[config.mk]
export PLATFORM = sky130hd
export DESIGN_NAME = sw_chain_eval_flat
export DESIGN_NICKNAME = d
export VERILOG_FILES = /design/src/rtl/sw_chain_pkg.sv /design/src/rtl/sw_chain_eval_if.sv /design/src/rtl/sw_debounce.sv /design/src/rtl/sw_chain_eval.sv /design/src/flat_wrapper.sv
export SDC_FILE = /design/constraint.sdc
export NUM_CORES = 1
export LEC_CHECK = 0
export ABC_CLOCK_PERIOD_IN_PS = 2400
export BUFFER_PORTS_ARGS = -buffer_cell sky130_fd_sc_hd__clkbuf_2
export CAP_MARGIN = 0
export CORE_MARGIN = 10
export CORE_UTILIZATION = 48
export DETAILED_ROUTE_END_ITERATION = 7
export PLACE_DENSITY_LB_ADDON = 0.15
export SLEW_MARGIN = 20
export SYNTH_ARGS = -nofsm -noshare
export SYNTH_HDL_FRONTEND = slang
export SYNTH_HIERARCHICAL = 1
export SYNTH_SLANG_ARGS = --single-unit
[constraint.sdc]
create_clock -name clk -period 2.4 [get_ports clk]
set_input_delay 0.36 -clock clk [delete_from_list [all_inputs] [get_ports clk]]
set_output_delay 0.36 -clock clk [all_outputs]
set_load 0.05 [all_outputs]
[src/rtl/sw_chain_pkg.sv]
// sw_chain_pkg: shared constants, types and sizing helper for the switch-chain evaluator.
// Latency: n/a (declarations only).
// Backpressure: n/a.
package sw_chain_pkg;

  // Side switches feeding every stage after the first (B, C, D).
  localparam int SIDE_INPUTS = 3;

  // Truth-table width of one four-input stage.
  localparam int LUT_W = 16;

  // Width of the saturating change counter.
  localparam int CHG_CNT_W = 8;

  typedef logic [CHG_CNT_W-1:0] chg_cnt_t;

  // Switch count for a chain: four inputs on stage 0, three new ones per later stage.
  function automatic int nsw(input int num_stages);
    return SIDE_INPUTS * num_stages + 1;
  endfunction

endpackage

[src/rtl/sw_chain_eval_if.sv]
// sw_chain_eval_if: raw switches in, LED word plus change strobe/count out.
// Latency: n/a (wiring only).
// Backpressure: none; the evaluator free-runs on every cycle.
interface sw_chain_eval_if import sw_chain_pkg::*; #(
  parameter int NUM_STAGES = 2
);

  localparam int NSW = nsw(NUM_STAGES);

  logic [NSW-1:0]        sw;
  logic [NUM_STAGES-1:0] led;
  logic                  change;
  chg_cnt_t              change_count;

  // The evaluator consumes switches and drives the LED side.
  modport master (input sw, output led, change, change_count);

  // Board side: drives switches, observes LEDs.
  modport slave (output sw, input led, change, change_count);

endinterface

[src/rtl/sw_debounce.sv]
// sw_debounce: accepts a new level on one synchronised switch after it holds for DEBOUNCE_CYCLES.
// Latency: DEBOUNCE_CYCLES cycles from the first differing synced sample to dout.
// Backpressure: none; a bounce back to the stable level before acceptance just restarts the count.
module sw_debounce #(
  parameter int DEBOUNCE_CYCLES = 1_000_000
) (
  input  logic clk,
  input  logic rst_n,
  input  logic din,
  output logic dout
);

  localparam int CNT_W = $clog2(DEBOUNCE_CYCLES + 1);
  localparam logic [CNT_W-1:0] LAST = CNT_W'(DEBOUNCE_CYCLES - 1);

  logic [CNT_W-1:0] cnt;

  // Count consecutive mismatch cycles; take the new level on the last one.
  always_ff @(posedge clk or negedge rst_n) begin
    if (!rst_n) begin
      cnt  <= '0;
      dout <= 1'b0;
    end else if (din == dout) begin
      cnt <= '0;
    end else if (cnt == LAST) begin
      dout <= din;
      cnt  <= '0;
    end else begin
      cnt <= cnt + CNT_W'(1);
    end
  end

endmodule

[src/rtl/sw_chain_eval.sv]
// sw_chain_eval: sync (+ optional debounce, macro SW_CHAIN_DEBOUNCE_EN) switches, evaluate chained LUT stages to LEDs.
// Latency: led[k] moves 3+k cycles after a switch change, plus DEBOUNCE_CYCLES when the debouncer is built in.
// Backpressure: none; one switch snapshot per cycle, never stalls.
module sw_chain_eval import sw_chain_pkg::*; #(
  parameter int                          NUM_STAGES      = 2,
  parameter logic [NUM_STAGES*LUT_W-1:0] STAGE_LUT       = {16'hFFFE, 16'h8000},
  parameter int                          DEBOUNCE_CYCLES = 1_000_000
) (
  input  logic            clk,
  input  logic            rst_n,
  sw_chain_eval_if.master bus
);

  localparam int NSW      = nsw(NUM_STAGES);
  localparam int STAGE_IN = SIDE_INPUTS + 1;

  if (NUM_STAGES < 1 || DEBOUNCE_CYCLES < 1) begin : g_cfg_check
    $error("sw_chain_eval: NUM_STAGES and DEBOUNCE_CYCLES must both be at least 1");
  end

  logic [NSW-1:0]        sync_q1;
  logic [NSW-1:0]        sync_q2;
  logic [NSW-1:0]        deb;
  logic [NUM_STAGES-1:0] y;
  logic [NUM_STAGES-1:0] y_next;
  logic                  led_diff;
  logic                  change_q;
  chg_cnt_t              count_q;

  // Two-flop synchroniser on every raw switch.
  always_ff @(posedge clk or negedge rst_n) begin
    if (!rst_n) begin
      sync_q1 <= '0;
      sync_q2 <= '0;
    end else begin
      sync_q1 <= bus.sw;
      sync_q2 <= sync_q1;
    end
  end

`ifdef SW_CHAIN_DEBOUNCE_EN
  for (genvar i = 0; i < NSW; i++) begin : g_deb
    sw_debounce #(
      .DEBOUNCE_CYCLES(DEBOUNCE_CYCLES)
    ) u_deb (
      .clk  (clk),
      .rst_n(rst_n),
      .din  (sync_q2[i]),
      .dout (deb[i])
    );
  end
`else
  // Without the debouncer the chain sees the synchroniser output directly.
  assign deb = sync_q2;
`endif

  for (genvar k = 0; k < NUM_STAGES; k++) begin : g_stage
    logic [LUT_W-1:0]    lut;
    logic [STAGE_IN-1:0] idx;

    assign lut = STAGE_LUT[LUT_W*k +: LUT_W];

    if (k == 0) begin : g_head
      // Stage 0 takes A..D straight from the snapshot: {D,C,B,A} = sw[3:0].
      assign idx = deb[STAGE_IN-1:0];
    end else begin : g_tail
      // dly holds k snapshots of this stage's side switches, newest in the low bits.
      logic [SIDE_INPUTS*k-1:0]     dly;
      logic [SIDE_INPUTS*(k+1)-1:0] taps;

      assign taps = {dly, deb[SIDE_INPUTS*k+1 +: SIDE_INPUTS]};

      // Age the side switches k cycles so they meet Y of stage k-1 from the same snapshot.
      always_ff @(posedge clk or negedge rst_n) begin
        if (!rst_n) begin
          dly <= '0;
        end else begin
          dly <= taps[SIDE_INPUTS*k-1:0];
        end
      end

      assign idx = {dly[SIDE_INPUTS*k-1 -: SIDE_INPUTS], y[k-1]};
    end

    assign y_next[k] = lut[idx];
  end

  assign led_diff = (y_next != y);

  // Register the stage outputs together with the change strobe and its saturating count.
  always_ff @(posedge clk or negedge rst_n) begin
    if (!rst_n) begin
      y        <= '0;
      change_q <= 1'b0;
      count_q  <= '0;
    end else begin
      y        <= y_next;
      change_q <= led_diff;
      if (led_diff && (count_q != '1)) begin
        count_q <= count_q + chg_cnt_t'(1);
      end
    end
  end

  assign bus.led          = y;
  assign bus.change       = change_q;
  assign bus.change_count = count_q;

endmodule

[src/flat_wrapper.sv]
// flat-port wrapper written by rule: the top's interface ports become plain ports
module sw_chain_eval_flat import sw_chain_pkg::*;
#(
  parameter int                          NUM_STAGES      = 2,
  parameter logic [NUM_STAGES*LUT_W-1:0] STAGE_LUT       = {16'hFFFE, 16'h8000},
  parameter int                          DEBOUNCE_CYCLES = 1_000_000
)
  (clk, rst_n, bus_sw, bus_led, bus_change, bus_change_count);
  sw_chain_eval_if #(.NUM_STAGES(NUM_STAGES)) bus_i ();
  input  logic clk;
  input  logic rst_n;
  input wire logic [$bits(bus_i.sw)-1:0] bus_sw;
  output wire logic [$bits(bus_i.led)-1:0] bus_led;
  output wire logic [$bits(bus_i.change)-1:0] bus_change;
  output wire logic [$bits(bus_i.change_count)-1:0] bus_change_count;
  assign bus_i.sw = bus_sw;
  assign bus_led = bus_i.led;
  assign bus_change = bus_i.change;
  assign bus_change_count = bus_i.change_count;
  sw_chain_eval #(.NUM_STAGES(NUM_STAGES), .STAGE_LUT(STAGE_LUT), .DEBOUNCE_CYCLES(DEBOUNCE_CYCLES)) u_core (.clk(clk), .rst_n(rst_n), .bus(bus_i));
endmodule
# --- Word level (Yosys, flattened, before mapping) ---
# Memory sizes are Yosys's and may differ from the RTL's.
# Index checks and enable logic that the tools add are counted.
totals:
  ff_bits: 28
  output_inout_bits: 11
  wordCells: 16
  inputBits: 9
  mem_count: 2
  romBits: 32
mem_list:
  columns: ["memory", "depth", "width", "rd", "rd_ports_with_merged_regs", "write_ports", "line_no", "source"]
  rows:
  - ["(name not given)", 16, 1, 1, 0, 0, "sw_chain_eval.sv:85", "assign y_next[k] = lut[idx];"]
  - ["(name not given)", 16, 1, 1, 0, 0, "sw_chain_eval.sv:85", null]
op_classes:
  n_reduce_logical: 1
  n_eq_ne: 2
  magnitude_cmp: 2
  n_addsub: 1
  mux: 2
ops:
  columns: ["operator", "count"]
  rows:
  - ["less-than comparator 4 x 5 -> 1 bit (second input constant)", 2]
  - ["adder 8 x 1 -> 8 bit (second input constant)", 1]
  - ["!= test 8 bit (second input constant)", 1]
  - ["2-to-1 mux 1 bit", 2]
  - ["!= test 2 bit", 1]
  - ["logical AND 1 bit", 1]

# --- Depth between registers and ports, before layout ---
# Gate-level depths: netlist (run 1).
depth:
  word_depth: 4
  depth_mapped: 5
  depth_no_buf: 5

# --- Worst setup path before layout (run 1) ---
# Ideal clock, no wire load.
synth_timing:
  path_type: "reg2reg"
  start: "reg u_core.y[0] (netlist: u_core/bus.led[0])"
  end: "reg u_core.count_q[7] (netlist: u_core/bus.change_count[7])"
  t_arrival_ns: 1.920
  setup_slack_ns: 0.353
  period_less_slack_ns: 2.047
  path_stages_with_launch: 5
  path_buffers: 0
  required_time_ns: 2.272
  path_cell_list: "dfrtp_1 or4_4 xor2_4 o2111ai_2 mux2_1"
synth_between:
  elab_chain_len: 4
synth_lines:
  columns: ["item", "line_no", "source"]
  rows:
  - ["from (decl)", "sw_chain_eval.sv:24", "logic [NUM_STAGES-1:0] y;"]
  - ["from (signal assigned)", "sw_chain_eval.sv:97", "y <= y_next;"]
  - ["memory read (16 x 1 bit)", null, null]
  - ["2-to-1 mux 1 bit (not written as such)", "sw_chain_eval.sv:85", null]
  - ["net u_core.y_next[1]", "sw_chain_eval.sv:25", "logic [NUM_STAGES-1:0] y_next;"]
  - ["!= test 2 bit", "sw_chain_eval.sv:88", "assign led_diff = (y_next != y);"]
  - ["logical AND 1 bit", "sw_chain_eval.sv:99", "if (led_diff && (count_q != '1)) begin"]
  - ["to (signal assigned)", "sw_chain_eval.sv:100", "count_q <= count_q + chg_cnt_t'(1);"]
  - ["to (decl)", "sw_chain_eval.sv:28", "chg_cnt_t count_q;"]
# The timed path passes the listed nets, and every way through them passes these cells. The select of a mux whose other input is x is not followed.
# A chain may end at the register's enable or synchronous reset.

# --- Worst setup path after layout (run 1) ---
# Ends and elaborated chain as after synthesis.

==> flow_summary.toml, run 1 <==
[run_status]
status = "completed"

[logic_synthesis]
synth_most_common_cell = "dfrtp_1"
avgSynthCellArea_um2 = 15.7
ys.flop_type = "dfrtp_1"
yosys_warnings = 6
yosysUniqueCellTypes = 23
synth_fp_nets = 73
synth_adder_area_share_pct = 1.27
yosys.area.top_type = "dfrtp_1"
synth_top_area_share_pct = 71.0
synthTopCellsByArea = "dfrtp_1, xnor2_1, mux2_1"
synth_cells = 63
synthArstFlopShare_pct = 100
yosys-mux-area-fraction_pct = 3.42
syn-cell-area_um2 = 987
synthSimpleGateAreaFrac_pct = 7.48
synth_top_family_by_area = "compound AO/OA/AOI/OAI gates"
yosys-top-cells-count = "dfrtp_1, nand2_1, xnor2_1, mux2_1"
synth-xor-area-share_pct = 6.34
synth-compound-area-share_pct = 9.76
synth-seq-cells = 28
ys_seq_area_share_pct = 71.0
synth_edf_count = 0

[setup_path]
worst_setup_path_end_kind = "flip-flop"
critPathKind = "reg2reg"
cp_slowest_cell = "or4_4"
crit_buf_inv = 0
critPathTopFamily = "simple AND/OR/NAND/NOR gates"
r2r_end = "u_core/bus.change_count[7]$_DFFE_PN0P_"
crit_chain = "or4_4 > xor2_4 > o2111ai_2 > mux2_1"
rrSetupSlack_ps = 510
critPathMaxStageDelay_ps = 560
critPathArrivalTime_ps = 2110
worst_setup_path_start_kind = "flip-flop"
r2r_start = "u_core/bus.led[0]$_DFF_PN0_"
cp.required_ps = 2620
path_max_fanout = 8
rr_worst_depth = 4

[die]
io_pins = 20
dieHeight_um = 65.4
coreArea_um2 = 1960
rows = 16
start_util_pct = 50.3
die_w_um = 65.4
die_area_um2 = 4270

[placed_design]
place_congestion = 0.751
io_buffers = 19
dp_hpwl_mm = 1.14

[clock_network]
cts_buffers = 3
post-cts-setup-buffer-count = 0
cts-resized-gates = 0
ctsHoldBuffers = 0
cts_buffer_depth = 2
cts_sinks = 28
root_buffer = "clkbuf_4"
htreeDepth = 1
clock_latency_ps = 320
cts_tree = "done"
clkTransAtPathRegs_ps = 140

[global_route]
grt_max_degree = 29
track_usage_pct = 7.59
met2_usage_pct = 12.0
antenna_found_initial = 0
grt_first_pass_wirelength_mm = 2.59
met1_usage_pct = 8.37
grt_pass1_vias = 604
grt.overflow.total = 0
met3_usage_pct = 4.92
grt_most_used_layer = "met2"

[timing]
finalCritPeriodShare_pct = 78.6
hold_violations = 0
slew_violations = 0
tns_ps = 0
fin_skew_ps = 9.13
slew_headroom_pct = 57.3
max_slew.worst_pin.slew_ps = 640
finalSetupViolCount = 0
fmax_ghz = 0.530
period_needed_ps = 1890
rsz0062_at_grt = "no"

[worst_hold_path]
hp-class = "in2async"

[power]
p_leak_nw = 0.542
p_total_mw = 1.27
power.net_switching_mw = 0.467
comb_power_share_pct = 28.8
peakVddDrop_v = 0.000797
pwr-share-seq_pct = 47.8
intPower_mw = 0.807
swShare_pct = 36.6
powerDensity_nw_per_um2 = 1080
clock_power_share_pct = 23.4

[routing]
drc_errors = 0
post_drt_wl_per_cell_um = 13.5
ant_nets = 0
firstDrtPassIters = 4
route.vias.total = 568
avgViaCountPerCell = 4.98
first_iter_violations = 23
drt_wl_total_mm = 1.54

[layout]
final_core_util_pct = 59.9
drive_gt1_share_pct = 33.3
syn_to_final_growth_pct = 19.1
final_nets = 98
diodes = 0

[run]
cap_viol_max_count = 0
[metal layers]
layer / wire, µm / up-vias
met4: 8 / 0
met2: 732 / 20
met3: 147 / 2
met1: 656 / 280
met5: 0 / -
li1: - / 266
[cell type report]
type / count / area [µm²]
fillers: 169 / 786
flip-flops and latches: 28 / 701
multi-input cells: 33 / 279
repair buffers: 20 / 103
well taps: 27 / 33.8
clock inverters: 1 / 30.0
clock buffers: 3 / 22.5
inverters: 2 / 7.51
[metrics by stage]
stage          instances  hold slack [ps]  worst slack [ps]  instance area [µm²]
3_3_place_gp         110              332               575                 1120
2_1_floorplan         63             64.4               353                  987
5_1_grt              114             57.0               482                 1180
3_5_place_dp         110              336               530                 1120
4_1_cts              114             40.5               516                 1180
6_report             114             28.5               514                 1180
[power by group through the flow]
stage | clock network [mW] | registers (mW) | logic, mW
after CTS | 0.307 | 0.610 | 0.372
after floorplan | 0 | 0.780 | 0.102
after global placement | 0 | 0.612 | 0.370
after global routing | 0.327 | 0.622 | 0.395
after detailed placement | 0 | 0.619 | 0.371
final | 0.298 | 0.609 | 0.367
[cell usage in the layout (no fill, tap or decap), drive strengths merged]
| cell | count |
|---|---|
| dfrtp | 28 |
| clkbuf | 22 |
| xnor2 | 4 |
| nand2 | 4 |
| mux2 | 3 |
| o21ai | 3 |
| inv | 2 |
| nand3 | 2 |
| o21a | 2 |
| o22a | 2 |
| bufinv | 1 |
| nand4 | 1 |
| or4 | 1 |
| xor2 | 1 |
| or2 | 1 |
| and4 | 1 |
| and2 | 1 |
| nor2 | 1 |
| a311oi | 1 |
| a31oi | 1 |
| o2111ai | 1 |
| nand2b | 1 |
| o211ai | 1 |
| ha | 1 |
| buf | 1 |
[flip-flops by register name (all words and copies together), names as in the netlist]
signal                     flops
u_core/bus.change              1
u_core/bus.change_count        8
u_core/bus.led                 2
u_core/deb                     7
u_core/g_stage.g_tail.dly      3
u_core/sync_q1                 7
[worst max-delay path by stage]
stage | start | endpoint | cells after the start
after floorplan | u_core/bus.led[0]$_DFF_PN0_ | u_core/bus.change_count[7]$_DFFE_PN0P_ | 4
after global placement | u_core/bus.led[0]$_DFF_PN0_ | u_core/bus.change_count[7]$_DFFE_PN0P_ | 4
after global routing | u_core/bus.led[0]$_DFF_PN0_ | u_core/bus.change_count[7]$_DFFE_PN0P_ | 4
after CTS | u_core/bus.led[0]$_DFF_PN0_ | u_core/bus.change_count[7]$_DFFE_PN0P_ | 4
after detailed placement | u_core/bus.led[0]$_DFF_PN0_ | u_core/bus.change_count[7]$_DFFE_PN0P_ | 4
final | u_core/bus.led[0]$_DFF_PN0_ | u_core/bus.change_count[7]$_DFFE_PN0P_ | 4
[logic make-up (layout without fill, tap and decap cells)]
kind of cell | Yosys count | count (layout)
AOI/OAI and AO/OA | 11 | 11
xor gates and xnor gates | 5 | 5
adders and majority gates | 1 | 1
buffers and inverters | 2 | 26
DFF | 28 | 28
muxes | 3 | 3
and+or+nand+nor | 13 | 13
No activity file was read; power rests on OpenSTA's default activity.
==> run 2, diff against run 1 <==
--- a/config.mk
+++ b/config.mk
@@ -5,11 +5,12 @@
 export SDC_FILE = /design/constraint.sdc
 export NUM_CORES = 1
 export LEC_CHECK = 0
-export ABC_CLOCK_PERIOD_IN_PS = 2400
+export ABC_AREA = 1
+export ABC_CLOCK_PERIOD_IN_PS = 1600
 export BUFFER_PORTS_ARGS = -buffer_cell sky130_fd_sc_hd__clkbuf_2
 export CAP_MARGIN = 0
 export CORE_MARGIN = 10
-export CORE_UTILIZATION = 48
+export CORE_UTILIZATION = 47
 export DETAILED_ROUTE_END_ITERATION = 7
 export PLACE_DENSITY_LB_ADDON = 0.15
 export SLEW_MARGIN = 20
==> constraint.sdc (replaced) <==
create_clock -name clk -period 1.6 [get_ports clk]
set_input_delay 0.24 -clock clk [delete_from_list [all_inputs] [get_ports clk]]
set_output_delay 0.24 -clock clk [all_outputs]
set_load 0.05 [all_outputs]
==> run 2 against run 1 <==
Effect of this change:
- cell area up 13%
- combinational power up 29%
- wire length up 26%
- clock power rose by 54%
- global-route usage rose by 1.8 points
- worst setup slack lost 270 ps
- area after synthesis grew 8.9%
- count of clock-buffer cells in the layout did not move
- final cell count increased by 38%
- clock skew fell by 6.5 ps
- sequential power is 42% higher
- first-iteration DRC count increased by 26%
- critical endpoint is now bus_change_count[6]
- largest cell class unchanged
- largest power group unchanged
==> flow_summary.toml, run 2 <==
[routing]
route.vias.total = 747
drt_wl_total_mm = 1.94
firstDrtPassIters = 4
post_drt_wl_per_cell_um = 12.4
first_iter_violations = 29
avgViaCountPerCell = 4.76
drc_errors = 0
ant_nets = 0

[timing]
rsz0062_at_grt = "no"
fin_skew_ps = 2.64
fmax_ghz = 0.736
period_needed_ps = 1360
slew_headroom_pct = 55.7
finalSetupViolCount = 0
tns_ps = 0
whs_ps = 364
slew_violations = 0
max_slew.worst_pin.slew_ps = 665
hold_violations = 0
finalCritPeriodShare_pct = 84.9

[layout]
final_nets = 140
drive_gt1_share_pct = 28.7
final_core_util_pct = 60.5
largest_reg_flops = 8
diodes = 0
final_cell_mix = "nand2_1, dfrtp_1, clkbuf_2"
syn_to_final_growth_pct = 23.4
layout_commonest_cell = "nand2_1"

[clock_network]
cts_tree = "done"
cts_sinks = 28
clock_latency_ps = 330
ctsHoldBuffers = 3
cts_buffer_depth = 2
clkTransAtPathRegs_ps = 150
cts-resized-gates = 0
root_buffer = "clkbuf_4"
post-cts-setup-buffer-count = 0
htreeDepth = 1
cts_buffers = 3

[setup_path]
cp.required_ps = 1360
crit_chain = "clkbuf_2"
path_max_fanout = 6
critPathKind = "reg2out"
worst_setup_path_start_kind = "flip-flop"
critPathTopFamily = "flip-flops"
critPathMaxStageDelay_ps = 470
worst_setup_path_end_kind = "primary output"
critPathArrivalTime_ps = 1120
cp_slowest_cell = "dfrtp_1"
crit_buf_inv = 1

[logic_synthesis]
yosys-top-cells-count = "nand2_1, dfrtp_1, nand3_1, nand2_2, inv_1"
ys_seq_area_share_pct = 65.2
synth_cells = 99
avgSynthCellArea_um2 = 10.9
yosysUniqueCellTypes = 16
synth_fp_nets = 109
synth_edf_count = 0
syn-cell-area_um2 = 1070
yosys_warnings = 6
ys.flop_type = "dfrtp_1"
synth-seq-cells = 28
synth_top_area_share_pct = 65.2
yosys.area.top_type = "dfrtp_1"
synthArstFlopShare_pct = 100
synth_most_common_cell = "nand2_1"
synthTopCellsByArea = "dfrtp_1, nand2_1, nand3_1"

[die]
start_util_pct = 49.1
die_area_um2 = 4600
die_w_um = 67.8
rows = 17
coreArea_um2 = 2190
io_pins = 20
dieHeight_um = 67.8

[power]
peakVddDrop_v = 0.00108
p_total_mw = 1.80
powerDensity_nw_per_um2 = 1350
p_leak_nw = 0.678

[placed_design]
dp_hpwl_mm = 1.40
io_buffers = 19
place_congestion = 0.806

[global_route]
antenna_found_initial = 0
grt_max_degree = 29
track_usage_pct = 9.40
grt_first_pass_wirelength_mm = 3.35
grt.overflow.total = 0
grt_pass1_vias = 794

[run_status]
status = "completed"

[worst_hold_path]
hp-class = "reg2reg"

[run]
cap_viol_max_count = 0
## run 2: cell types whose count changed after synthesis, sizes merged, moves of 2 or more
| cell | delta |
|---|---|
| xnor2 | -4 |
| inv | +5 |
| mux2 | -3 |
| nand2 | +34 |
| o22a | -2 |
| o21ai | -2 |
| nand3 | +7 |
| nand3b | +2 |
| o21a | -2 |
| xor2 | +2 |
| nor2 | +7 |
## run 2: cell type report
type | instances | area (µm²)
clock inverters | 1 | 30.0
multi-input cells | 63 | 337
repair buffers | 27 | 175
well taps | 28 | 35.0
inverters | 7 | 26.3
clock buffers | 3 | 22.5
fillers | 184 | 865
flip-flops and latches | 28 | 701
## run 2: cell families after synthesis
logic type                 after synthesis  synth area share [%]
AOI/OAI and AO/OA                        2                  1.16
adders and majority gates                1                  1.16
xor gates and xnor gates                 3                  2.45
buffers and inverters                    8                  3.49
and+or+nand+nor                         57                  26.5
DFF                                     28                  65.2
## run 2: report_power, final
part / switching, mW / internal (mW) / total [mW]
clock: 0.205 / 0.253 / 0.459
combinational: 0.349 / 0.125 / 0.474
sequential: 0.0790 / 0.786 / 0.865
## run 2: per-stage QoR
stage,area (µm²),setup WS (ps),std cells
after floorplan,1070,16.5,99
after global placement,1190,335,145
after detailed placement,1190,281,145
after CTS,1280,215,152
after global routing,1330,125,157
final,1330,242,157
## run 2: final timing paths
| check | start | to | slack, ps | depth (start not counted) |
|---|---|---|---|---|
| max in group asynchronous | rst_n | u_core/sync_q1[0]$_DFF_PN0_ | 720 | 2 |
| min reg2reg | u_core/sync_q1[5]$_DFF_PN0_ | u_core/deb[5]$_DFF_PN0_ | 360 | 0 |
| max | u_core/bus.change_count[6]$_DFFE_PN0P_ | bus_change_count[6] | 240 | 1 |
| min in group asynchronous | rst_n | u_core/deb[2]$_DFF_PN0_ | 450 | 2 |
| max reg2reg | u_core/bus.change_count[0]$_DFFE_PN0P_ | u_core/bus.change_count[5]$_DFFE_PN0P_ | 260 | 9 |
| min | u_core/sync_q1[5]$_DFF_PN0_ | u_core/deb[5]$_DFF_PN0_ | 360 | 0 |
## run 2: metal layers
metal  part of all wire (%)  vias up  track usage, %
met2                     51       13            15.6
met3                    5.0        4            2.77
met4                    1.6        0            5.28
met1                     43      365            10.6
li1                       -      365               -
met5                      0        -               0
